**src/rtl/cache_set_assoc.sv**
```systemverilog
// cache_set_assoc: one N-way set-associative cache set.
// Handles read lookups and write/fill requests with a one-deep registered
// response stage, true-LRU replacement via per-way ages, and a bulk flush.
// Ages are a permutation of 0..WAYS-1: 0 is most recently used, WAYS-1 is LRU.

module cache_set_assoc #(
  parameter  int WAYS   = 4,
  parameter  int TAG_W  = 8,
  parameter  int DATA_W = 8,
  localparam int WAY_W  = $clog2(WAYS)
) (
  input  logic              clock,
  input  logic              clear,
  input  logic              flush,
  input  logic              req_valid,
  output logic              req_ready,
  input  logic              req_write,
  input  logic [TAG_W-1:0]  req_tag,
  input  logic [DATA_W-1:0] req_data,
  output logic              rsp_valid,
  input  logic              rsp_ready,
  output logic              rsp_hit,
  output logic [WAY_W-1:0]  rsp_way,
  output logic [DATA_W-1:0] rsp_data
);

  // Per-way storage.
  logic              valid_q [WAYS];
  logic [TAG_W-1:0]  tag_q   [WAYS];
  logic [DATA_W-1:0] data_q  [WAYS];
  logic [WAY_W-1:0]  age_q   [WAYS];

  // Lookup / replacement decode.
  logic              hit;
  logic [WAY_W-1:0]  hit_way;
  logic              has_free;
  logic [WAY_W-1:0]  free_way;
  logic [WAY_W-1:0]  lru_way;
  logic [WAY_W-1:0]  victim_way;
  logic [WAY_W-1:0]  touch_way;
  logic [WAY_W-1:0]  age_next [WAYS];
  logic              accept;
  logic              do_touch;

  // A request is taken only when no flush is pending and the response slot frees up.
  assign req_ready = !flush && (!rsp_valid || rsp_ready);
  assign accept    = req_valid && req_ready;

  // Tag match across ways; tags are unique within a set, so at most one matches.
  always_comb begin
    // NOTE: every signal assigned in a combinational block gets a default first,
    // otherwise paths that skip the assignment infer a latch.
    hit     = 1'b0;
    hit_way = '0;
    for (int i = 0; i < WAYS; i++) begin
      if (valid_q[i] && (tag_q[i] == req_tag)) begin
        hit     = 1'b1;
        hit_way = WAY_W'(i);
      end
    end
  end

  // Victim selection: lowest-index invalid way, else the way whose age is WAYS-1.
  always_comb begin
    has_free = 1'b0;
    free_way = '0;
    for (int i = WAYS - 1; i >= 0; i--) begin
      if (!valid_q[i]) begin
        has_free = 1'b1;
        free_way = WAY_W'(i);
      end
    end
    lru_way = '0;
    for (int i = 0; i < WAYS; i++) begin
      if (age_q[i] == WAY_W'(WAYS - 1)) begin
        lru_way = WAY_W'(i);
      end
    end
    victim_way = has_free ? free_way : lru_way;
  end

  // LRU touch: ways younger than the touched way age by one; touched way becomes 0.
  always_comb begin
    touch_way = hit ? hit_way : victim_way;
    do_touch  = accept && (hit || req_write);
    for (int j = 0; j < WAYS; j++) begin
      if (age_q[j] < age_q[touch_way]) begin
        age_next[j] = age_q[j] + WAY_W'(1);
      end else begin
        age_next[j] = age_q[j];
      end
    end
    age_next[touch_way] = '0;
  end

  // Way storage, LRU state and flush.
  always_ff @(posedge clock or negedge clear) begin
    if (!clear) begin
      // NOTE: the storage arrays are reset explicitly because tags and data must
      // read as zero after reset; this keeps them in flops rather than RAM.
      for (int i = 0; i < WAYS; i++) begin
        valid_q[i] <= 1'b0;
        tag_q[i]   <= '0;
        data_q[i]  <= '0;
        age_q[i]   <= WAY_W'(i);
      end
    end else begin
      // NOTE: non-blocking assignments so every flop samples pre-edge values.
      if (flush) begin
        for (int i = 0; i < WAYS; i++) begin
          valid_q[i] <= 1'b0;
        end
      end
      if (accept && req_write) begin
        if (hit) begin
          data_q[hit_way] <= req_data;
        end else begin
          valid_q[victim_way] <= 1'b1;
          tag_q[victim_way]   <= req_tag;
          data_q[victim_way]  <= req_data;
        end
      end
      if (do_touch) begin
        for (int i = 0; i < WAYS; i++) begin
          age_q[i] <= age_next[i];
        end
      end
    end
  end

  // Registered response stage; held while the consumer stalls.
  always_ff @(posedge clock or negedge clear) begin
    if (!clear) begin
      rsp_valid <= 1'b0;
      rsp_hit   <= 1'b0;
      rsp_way   <= '0;
      rsp_data  <= '0;
    end else if (accept) begin
      rsp_valid <= 1'b1;
      rsp_hit   <= hit;
      if (hit) begin
        rsp_way  <= hit_way;
        rsp_data <= req_write ? req_data : data_q[hit_way];
      end else if (req_write) begin
        rsp_way  <= victim_way;
        rsp_data <= req_data;
      end else begin
        rsp_way  <= '0;
        rsp_data <= '0;
      end
    end else if (rsp_ready) begin
      rsp_valid <= 1'b0;
    end
  end

endmodule

```
**config.mk**
```make
export PLATFORM = sky130hd
export DESIGN_NAME = cache_set_assoc
export DESIGN_NICKNAME = d
export VERILOG_FILES = /design/src/rtl/cache_set_assoc.sv
export SDC_FILE = /design/constraint.sdc
export NUM_CORES = 1
export LEC_CHECK = 0
export ABC_AREA = 1
export ABC_CLOCK_PERIOD_IN_PS = 5700
export BUFFER_PORTS_ARGS = -buffer_cell sky130_fd_sc_hd__buf_2
export CORE_ASPECT_RATIO = 1.75
export CORE_MARGIN = 1
export CORE_UTILIZATION = 35
export DETAILED_ROUTE_END_ITERATION = 8
export PLACE_DENSITY_LB_ADDON = 0.2
export SLEW_MARGIN = 20
export SYNTH_ARGS = -nofsm -noshare
export SYNTH_HDL_FRONTEND = slang
export SYNTH_SLANG_ARGS = --single-unit
```
**constraint.sdc**
```tcl
create_clock -name clock -period 5.7 [get_ports clock]
set_input_delay 0.285 -clock clock [delete_from_list [all_inputs] [get_ports clock]]
set_output_delay 0.285 -clock clock [all_outputs]
set_load 0.01 [all_outputs]
```
==> flow_summary.toml <==
[cells_and_area]
drive_gt1_frac = 0.164
antenna_cells = 0
fillers = 1436
nets = 684
finalNonFillerCells = 841
areaGrowthSynthToFinish_pct = 12.9
regArea_um2 = 2210
multiInputGateArea_um2 = 2360

[critical_path]
timing.rr.end = "tag_q[14]$_DFFE_PN0P_"
required_ns = 5.94
critPathArrivalTime_ns = 3.38
regToRegStartpoint = "rsp_valid$_DFFE_PN0P_"
r2r_setup_slack_ns = 2.56
r2r_cells = 9
worstSetupPathType = "register to register"
end_kind = "register"
path_max_fanout = 17
start_kind = "register"

[placed_design]
port_buffers = 34
hpwl_um = 10100
dpl_worst_slack_ns = 2.53
globalplace.congestion = 0.900
dp.cells = 824

[die]
initial_core_util = 0.356
coreArea_um2 = 13800
fp.dieH_um = 159
die_w_um = 91.6
num_rows = 57
dieArea_um2 = 14600
pin_count = 35

[synthesis]
synth-seq-area-share = 0.449
yosys.area.top_type = "dfrtp_1"
synthCells = 626
netlist.area_leader.share = 0.427
synthMostInstantiatedCell = "nand2_1"
synthArstFlopShare = 1.00
synth_seq_cells = 88
ys.flop_type = "dfrtp_1"
syn_area_um2 = 4920
ys_warn_count = 0
yosys.cell_types.count = 43
synth_edf_count = 0
synth.top_cells.by_count = "204 x nand2_1, 84 x dfrtp_1, 63 x inv_1"
syn_avg_cell_area_um2 = 7.86
syn-num-nets = 651
synthTopCellsByArea = "dfrtp_1 43%, nand2_1 16%, o21ai_0 5.1%"

[status]
status = "finished, final reports clean"

[grt]
grt_max_degree = 47
grt_usage = 0.196
overflow = 0
antenna_found_initial = 0
grt_pass1_vias = 4188
grt_pass1_wl_um = 21800

[timing]
max_freq_mhz = 318
timing.final.crit_share = 0.551
setup_slack_ns = 2.56
rsz0062_at_grt = "no"
fin_crit_ns = 3.14
holdWs_ns = 0.129
drv_slew = 0
setup_tns_ns = 0
maxSlewHeadroom = 0.552
skew_ns = 0.00950
setup_violations = 0
worstMarginPinSlew_ns = 0.671
final-hold-violation-count = 0

[power_and_ir_drop]
p_int_mw = 1.23
switching_power_mw = 0.593
swShare = 0.325
peakVddDrop_v = 0.000182
combPwrFrac = 0.216
leakage_nw = 2.76
seq_power_share = 0.450
clkPwrFrac = 0.335
power_density_nw_per_um2 = 328

[detailed_routing]
first_iter_violations = 195
routed_wl_um = 13500
drc_errors = 0
via_count = 4220
vias_per_cell = 5.02
routedWlPerCell_um = 16.0
dr.pass1.iters = 5
ant_nets = 0

[run]
drv_cap = 0

[cts]
post_cts_resized = 0
cts_buffers = 9
clkTransAtPathRegs_ns = 0.07
cts.sinks = 88
postCtsSetupRepairBufs = 0
cts_buffer_depth = 2
htreeDepth = 3
cts_tree = "yes"
root_buffer = "clkbuf_16"
clkLatencyLatePin_ns = 0.34

[hold_path]
hold_depth = 2
worst_hold_path.endpoint = "rsp_valid$_DFFE_PN0P_"
hold_start = "rsp_ready"
min_path_type = "input port to register"
## final cells by class
cell class / instances / area share
Tap cell: 177 / 0.0398
Multi-Input combinational cell: 450 / 0.424
Clock buffer: 9 / 0.0405
Timing Repair Buffer: 36 / 0.0342
Clock inverter: 7 / 0.0140
Sequential cell: 88 / 0.397
Inverter: 74 / 0.0500
## worst max-delay path: stages, from the launching register on
cell	delay (ns)
dfrtp_1	0.37
inv_1	0.07
nor2_1	0.06
nor2_1	0.18
nand2_1	0.44
nor2_4	0.58
inv_1	0.40
nor2_4	0.27
nand3_2	0.33
o21ai_1	0.32
## cells by family after synthesis
logic type / share of synthesized area
adder cells (fa/ha/maj): 0.00763
AO/OA/AOI/OAI: 0.150
AND/OR/NAND/NOR: 0.304
flip-flops: 0.449
multiplexers: 0.00458
XOR/XNOR: 0.0125
buffers and inverters: 0.0722
## repair_timing
item	CTS	global route
hold endpoints to repair	45	0
hold buffers	1	0
setup endpoints to repair	0	0
## metrics by stage
stage,utilization,total power [mW],instance area (µm²)
floorplan,-,1.10,4920
global placement,0.379,1.22,5250
detailed placement,0.379,1.22,5250
CTS,0.402,1.84,5560
global route,0.402,1.94,5560
finish,0.402,1.82,5560
## worst max path at each step
stage	startpoint	to	slack, ns
3_3_place_gp	rsp_valid$_DFFE_PN0P_	tag_q[14]$_DFFE_PN0P_	2.54
5_1_grt	rsp_valid$_DFFE_PN0P_	tag_q[4]$_DFFE_PN0P_	2.22
3_5_place_dp	rsp_valid$_DFFE_PN0P_	tag_q[14]$_DFFE_PN0P_	2.53
6_report	rsp_valid$_DFFE_PN0P_	tag_q[14]$_DFFE_PN0P_	2.56
4_1_cts	rsp_valid$_DFFE_PN0P_	tag_q[14]$_DFFE_PN0P_	2.50
2_1_floorplan	age_q[1]$_DFFE_PN1P_	age_q[5]$_DFFE_PN0P_	3.65
## power by group through the flow
stage	logic [mW]	clock network (mW)	registers, mW
global placement	0.392	0	0.828
global route	0.456	0.650	0.833
floorplan	0.287	0	0.809
CTS	0.398	0.625	0.819
detailed placement	0.395	0	0.830
finish	0.393	0.611	0.820
## placed cells by master (no fill, tap or decap), types with 7 or more instances in the layout
cell       instances
a21oi_1           12
a221oi_1           7
a22oi_1           10
buf_2             33
clkbuf_16          9
dfrtp_1           84
inv_1             63
inv_2             11
nand2_1          204
nand3_1           31
nand3_2           10
nor2_1            33
nor2_4             8
o21ai_0           50
o21ai_1           30
## routing by layer
layer	vias up	global-route usage	routed length, µm
li1	2099	-	-
met1	1975	0.226	5530
met2	113	0.337	6880
met3	33	0.0330	499
met4	0	0.109	581
met5	-	0	0
## flip-flops by register name, summed over array words and instances (netlist names)
name       count
tag_q         32
rsp_valid      1
age_q          8
valid_q        4
data_q        32
rsp_hit        1
rsp_data       8
rsp_way        2
(Power assumes the default switching activity.)
